===== config.mk =====
export PLATFORM = sky130hd
export DESIGN_NAME = id_ex_stage
export DESIGN_NICKNAME = d
export VERILOG_FILES = /design/src/rtl/id_ex_stage.sv
export SDC_FILE = /design/constraint.sdc
export NUM_CORES = 1
export LEC_CHECK = 0
export CORE_MARGIN = 2
export CORE_UTILIZATION = 44
export DETAILED_ROUTE_END_ITERATION = 12
export GPL_TIMING_DRIVEN = 0
export PLACE_DENSITY = 0.95
export SLEW_MARGIN = 5
export SYNTH_ARGS = -nofsm -noshare
export SYNTH_HDL_FRONTEND = slang
export SYNTH_SLANG_ARGS = --single-unit

===== constraint.sdc =====
create_clock -name CLK -period 7.21 [get_ports CLK]
set_clock_uncertainty 0.1 [all_clocks]
set_input_delay 1.442 -clock CLK [delete_from_list [all_inputs] [get_ports CLK]]
set_output_delay 1.442 -clock CLK [all_outputs]
set_load 0.02 [all_outputs]

===== src/rtl/id_ex_stage.sv =====
// rtl/id_ex_stage.sv - decode/execute pipeline register with load-use hazard detection and operand forwarding
// Optional feature macro: FORWARDING_EN (undefined: no forwarding, stall on any pending write to a source register)
module id_ex_stage #(
  parameter int XLEN = 32
) (
  input  logic            CLK,
  input  logic            reset,
  input  logic            ValidD,
  input  logic            RegWriteD,
  input  logic            MemWriteD,
  input  logic            MemReadD,
  input  logic            OpBSrcD,
  input  logic [XLEN-1:0] RD1D,
  input  logic [XLEN-1:0] RD2D,
  input  logic [XLEN-1:0] ExtImmD,
  input  logic [2:0]      ALUFuncD,
  input  logic [4:0]      Rs1D,
  input  logic [4:0]      Rs2D,
  input  logic [4:0]      RdD,
  input  logic            StallE,
  input  logic            FlushE,
  input  logic [XLEN-1:0] ALUResultM,
  input  logic [XLEN-1:0] ResultW,
  input  logic [4:0]      RdM,
  input  logic [4:0]      RdW,
  input  logic            RegWriteM,
  input  logic            RegWriteW,
  output logic [XLEN-1:0] OpA,
  output logic [XLEN-1:0] OpB,
  output logic [XLEN-1:0] ExtImmE,
  output logic [2:0]      ALUFuncE,
  output logic            OpBSrcE,
  output logic            ValidE,
  output logic            RegWriteE,
  output logic            MemWriteE,
  output logic            MemReadE,
  output logic [4:0]      RdE,
  output logic            StallD
);

  typedef struct packed {
    logic            valid;
    logic            reg_write;
    logic            mem_write;
    logic            mem_read;
    logic            op_b_src;
    logic [2:0]      alu_func;
    logic [XLEN-1:0] rd1;
    logic [XLEN-1:0] rd2;
    logic [XLEN-1:0] ext_imm;
    logic [4:0]      rs1;
    logic [4:0]      rs2;
    logic [4:0]      rd;
  } ex_t;

  ex_t  ex_q, ex_d;
  logic hazard_d;

  // x0 never matches: a zero destination is treated as "no destination"
  function automatic logic src_hit(input logic [4:0] r);
    return (r != 5'd0) && ((r == Rs1D) || (r == Rs2D));
  endfunction

`ifdef FORWARDING_EN
  assign hazard_d = ValidD && ex_q.valid && ex_q.mem_read && src_hit(ex_q.rd);

  always_comb begin
    OpA = ex_q.rd1;
    if (RegWriteM && (RdM != 5'd0) && (RdM == ex_q.rs1))
      OpA = ALUResultM;
    else if (RegWriteW && (RdW != 5'd0) && (RdW == ex_q.rs1))
      OpA = ResultW;
  end

  always_comb begin
    OpB = ex_q.rd2;
    if (RegWriteM && (RdM != 5'd0) && (RdM == ex_q.rs2))
      OpB = ALUResultM;
    else if (RegWriteW && (RdW != 5'd0) && (RdW == ex_q.rs2))
      OpB = ResultW;
  end
`else
  logic unused_fwd_data;

  assign hazard_d = ValidD && ((ex_q.valid && ex_q.reg_write && src_hit(ex_q.rd)) ||
                               (RegWriteM && src_hit(RdM)) ||
                               (RegWriteW && src_hit(RdW)));
  assign OpA = ex_q.rd1;
  assign OpB = ex_q.rd2;
  assign unused_fwd_data = ^{ALUResultM, ResultW};
`endif

  always_comb begin
    ex_d = ex_q;
    if (FlushE) begin
      ex_d = '0;
    end else if (StallE) begin
      ex_d = ex_q;
    end else if (hazard_d) begin
      ex_d = '0;
    end else begin
      ex_d.valid     = ValidD;
      ex_d.reg_write = RegWriteD;
      ex_d.mem_write = MemWriteD;
      ex_d.mem_read  = MemReadD;
      ex_d.op_b_src  = OpBSrcD;
      ex_d.alu_func  = ALUFuncD;
      ex_d.rd1       = RD1D;
      ex_d.rd2       = RD2D;
      ex_d.ext_imm   = ExtImmD;
      ex_d.rs1       = Rs1D;
      ex_d.rs2       = Rs2D;
      ex_d.rd        = RdD;
    end
  end

  always_ff @(posedge CLK or posedge reset) begin
    if (reset) ex_q <= '0;
    else       ex_q <= ex_d;
  end

  assign ValidE    = ex_q.valid;
  assign RegWriteE = ex_q.valid && ex_q.reg_write;
  assign MemWriteE = ex_q.valid && ex_q.mem_write;
  assign MemReadE  = ex_q.valid && ex_q.mem_read;
  assign OpBSrcE   = ex_q.op_b_src;
  assign ALUFuncE  = ex_q.alu_func;
  assign ExtImmE   = ex_q.ext_imm;
  assign RdE       = ex_q.rd;
  assign StallD    = hazard_d || StallE;

endmodule


==> flow_summary_export.csv <==
group,metric,value,unit
pwr,switchingPower,0.500,mW
layout,area_growth,49.5,%
synthesis,synth_edf_count,0,
synthesis,synth-simple-area-share,0.0180,
route,drc,0,
place,io_buffers,244,
synthesis,synth_seq_cells,109,
route,vias,5390,
global_routing,grt_max_degree,60,
sta,hold_viol,0,
clock_tree,postCtsSetupBuffers,0,
synthesis,muxShareOfSynthArea,0,
synthesis,synth.yosys.seq_area_share,0.452,
synthesis,netlist_instances,537,
synthesis,synthAdderAreaFrac,0,
synthesis,synth_top_area_frac,0.452,
worst_setup_path,crit_fanout,10,
worst_setup_path,critPathKind,"primary input to output port",
worst_setup_path,worstPathArrival,4.34,ns
route,wire_per_inst,18.0,um
pwr,ir_worst_vdd,136,uV
layout,stdcell_count,974,
worst_setup_path,worstPathRequired,5.67,ns
floorplan,die_h,121,um
sta,timing.fmax,170,MHz
floorplan,ioPinCount,309,
synthesis,ys_warn_count,0,
layout,final_core_util,0.678,
synthesis,syn_nets,736,
global_routing,gr-usage-all-layers,0.238,
sta,rsz0062_at_grt,"false",
clock_tree,post_cts_resize_count,0,
clock_tree,cts_hold_buf,0,
worst_setup_path,end_kind,"output port",
place,dp_cells,958,
clock_tree,cts_root_buffer,"clkbuf_16",
pwr,p_comb_frac,0.308,
synthesis,yosysMostFrequentCell,"dfrtp_1",
synthesis,netlist_area,6030,sq um
global_routing,grt_pass1_wl,27.5,mm
floorplan,fp.dieArea,14700,sq um
pwr,leakage,3.94,nW
hold_path,hold_class,"flip-flop to flip-flop",
pwr,p_total,1.71,mW
synthesis,ys.flop_type,"dfrtp_1",
global_routing,first_global_vias,5376,
synthesis,synth_cell_types,21,
worst_setup_path,startpoint_type,"primary input",
layout,drive_gt1_frac,0.278,
clock_tree,clkSlewWorstSetupHoldPaths,0.07,ns
sta,fin_hold_ws,0.490,ns
synthesis,postSynthAreaPerCell,11.2,sq um
synthesis,synth_top_family_by_area,"compound AO/OA/AOI/OAI gates",
floorplan,rows,42,
synthesis,netlist_top_cells_count,"dfrtp_1 (109), a22o_1 (108), buf_4 (104)",
route,drt_iter0_drc,311,
floorplan,core,13300,sq um
worst_setup_path,reg2reg_depth,6,
layout,n_antenna_cell,0,
clock_tree,h-tree-depth,3,
pwr,p_clk_frac,0.284,
outcome,run_status,"finished, final reports clean",
route,totalWireLength,17.6,mm
place,hpwlAfterDp,13.0,mm
route,vias_per_cell,5.53,
global_routing,grt.overflow.total,0,
floorplan,start_util,0.454,
worst_setup_path,slowest_stage,"or4_1",
place,gp_congestion,0.880,
worst_setup_path,cp.depth,8,
job,drv_cap,0,
clock_tree,cts_buffer_depth,2,
sta,period_needed,5.88,ns
route,ant_nets,0,
pwr,switching_share,0.293,
sta,period_share,0.816,
worst_setup_path,crit_buf_inv,4,
synthesis,ys_async_sr_fraction,1.00,
route,first_pass_iters,4,
synthesis,synth_area_leaders,"dfrtp_1 (45%), a22o_1 (16%), buf_4 (13%)",
pwr,seqPwrFrac,0.408,
clock_tree,clock-sinks,109,
floorplan,die_w,121,um
layout,fin_nets,992,
clock_tree,clkLatencyLatePin,0.35,ns
sta,finalSetupTns,0,ns
synthesis,synth-compound-area-share,0.325,
hold_path,hold_depth,2,
sta,tightest_slew,1.02,ns
sta,max_slew_margin,0.317,
clock_tree,cts_buffers,9,
global_routing,antenna_found_initial,0,
synthesis,yosys.area_share.xor_xnor,0.0435,
pwr,power.internal,1.21,mW
sta,setup_viol,0,
clock_tree,cts_tree,"built",
worst_setup_path,crit_chain,"clkdlybuf4s50_1 -> or4_1 -> o21a_1 -> a222oi_1 -> buf_2 -> buf_2 -> o21bai_1 -> clkdlybuf4s50_1",
worst_setup_path,slowest_delay,0.55,ns
sta,slew_viol_final,0,
worst_setup_path,crit_family,"buffers and inverters",
synthesis,synth_top_area_cell,"dfrtp_1",
pwr,cellPowerDensity,189,nW/um^2
cells by family (layout without fill, tap and decap cells):
group	after synthesis	in the layout
simple gates	21	21
compound gates	225	225
xor+xnor	30	30
flops	109	109
buf+inv	152	413
flip-flops by register name (all words and copies together) (netlist names):
register and count:
OpA 32, OpB 32, ex_q 3, ALUFuncE 3
ExtImmE 32, ValidE 1, RdE 5, OpBSrcE 1
worst paths after layout:
path / from / endpoint / slack [ns]
setup / recovery: RdM[1] / StallD / 1.33
hold / removal: ex_q[116]$_DFFE_PP0P_ / ex_q[116]$_DFFE_PP0P_ / 0.49
setup reg to reg: RdE[2]$_DFFE_PP0P_ / ex_q[117]$_DFFE_PP0P_ / 4.64
hold reg to reg: ex_q[116]$_DFFE_PP0P_ / ex_q[116]$_DFFE_PP0P_ / 0.49
max in group asynchronous: reset / ExtImmE[20]$_DFFE_PP0P_ / 4.95
min in group asynchronous: reset / OpB[12]$_DFFE_PP0P_ / 1.40
layer usage:
layer,vias to the layer above,wire length [um],track usage
met2,220,8740,0.409
met5,-,0,0
met3,38,1230,0.0508
li1,2478,-,-
met1,2654,7070,0.287
met4,0,508,0.0996
stage by stage:
stage	area, sq um	setup WS (ns)
6_report	9020	1.33
5_1_grt	9020	1.20
4_1_cts	9020	1.33
3_5_place_dp	8730	1.35
3_3_place_gp	8700	1.10
2_1_floorplan	6030	2.67
cells in the final DEF (no fill, tap or decap), types with 2 or more instances in the layout:
cell type | synthesis | routed
clkdlybuf4s50_1 | 0 | 244
dfrtp_1 | 109 | 109
a22o_1 | 108 | 108
buf_4 | 104 | 104
a31o_2 | 88 | 88
clkbuf_1 | 35 | 35
xnor2_1 | 30 | 30
a31o_1 | 20 | 20
buf_2 | 11 | 11
clkbuf_16 | 0 | 9
nand3_1 | 6 | 6
nand2_1 | 6 | 6
o22ai_1 | 3 | 3
or4_1 | 3 | 3
and2_1 | 3 | 3
o21a_1 | 3 | 3
clkinvlp_4 | 0 | 3
inv_6 | 0 | 2
clkinv_4 | 0 | 2
power by group through the flow:
stage | logic [mW] | registers, mW | clock network (mW)
3_3_place_gp | 0.514 | 0.707 | 0
2_1_floorplan | 0.292 | 0.701 | 0
3_5_place_dp | 0.526 | 0.709 | 0
4_1_cts | 0.528 | 0.697 | 0.490
5_1_grt | 0.557 | 0.704 | 0.519
6_report | 0.525 | 0.697 | 0.484
area by class of cell:
cell class	count	area (sq um)
sequential	109	2730
buffer	150	967
multi-input combinational	276	2340
timing repair buffer	245	2470
inverter	2	12.5
fill	979	4280
clock buffer	9	225
clock inverter	7	60.1
tap	176	220
worst reg2reg max path: cells and delay by family, from the launching register on:
kind            cells  cell delay (ns)
compound gates      3             0.78
buf+inv             2             0.66
simple gates        1             0.52
flops               1             0.45
Power figures use the tool's default switching activity.
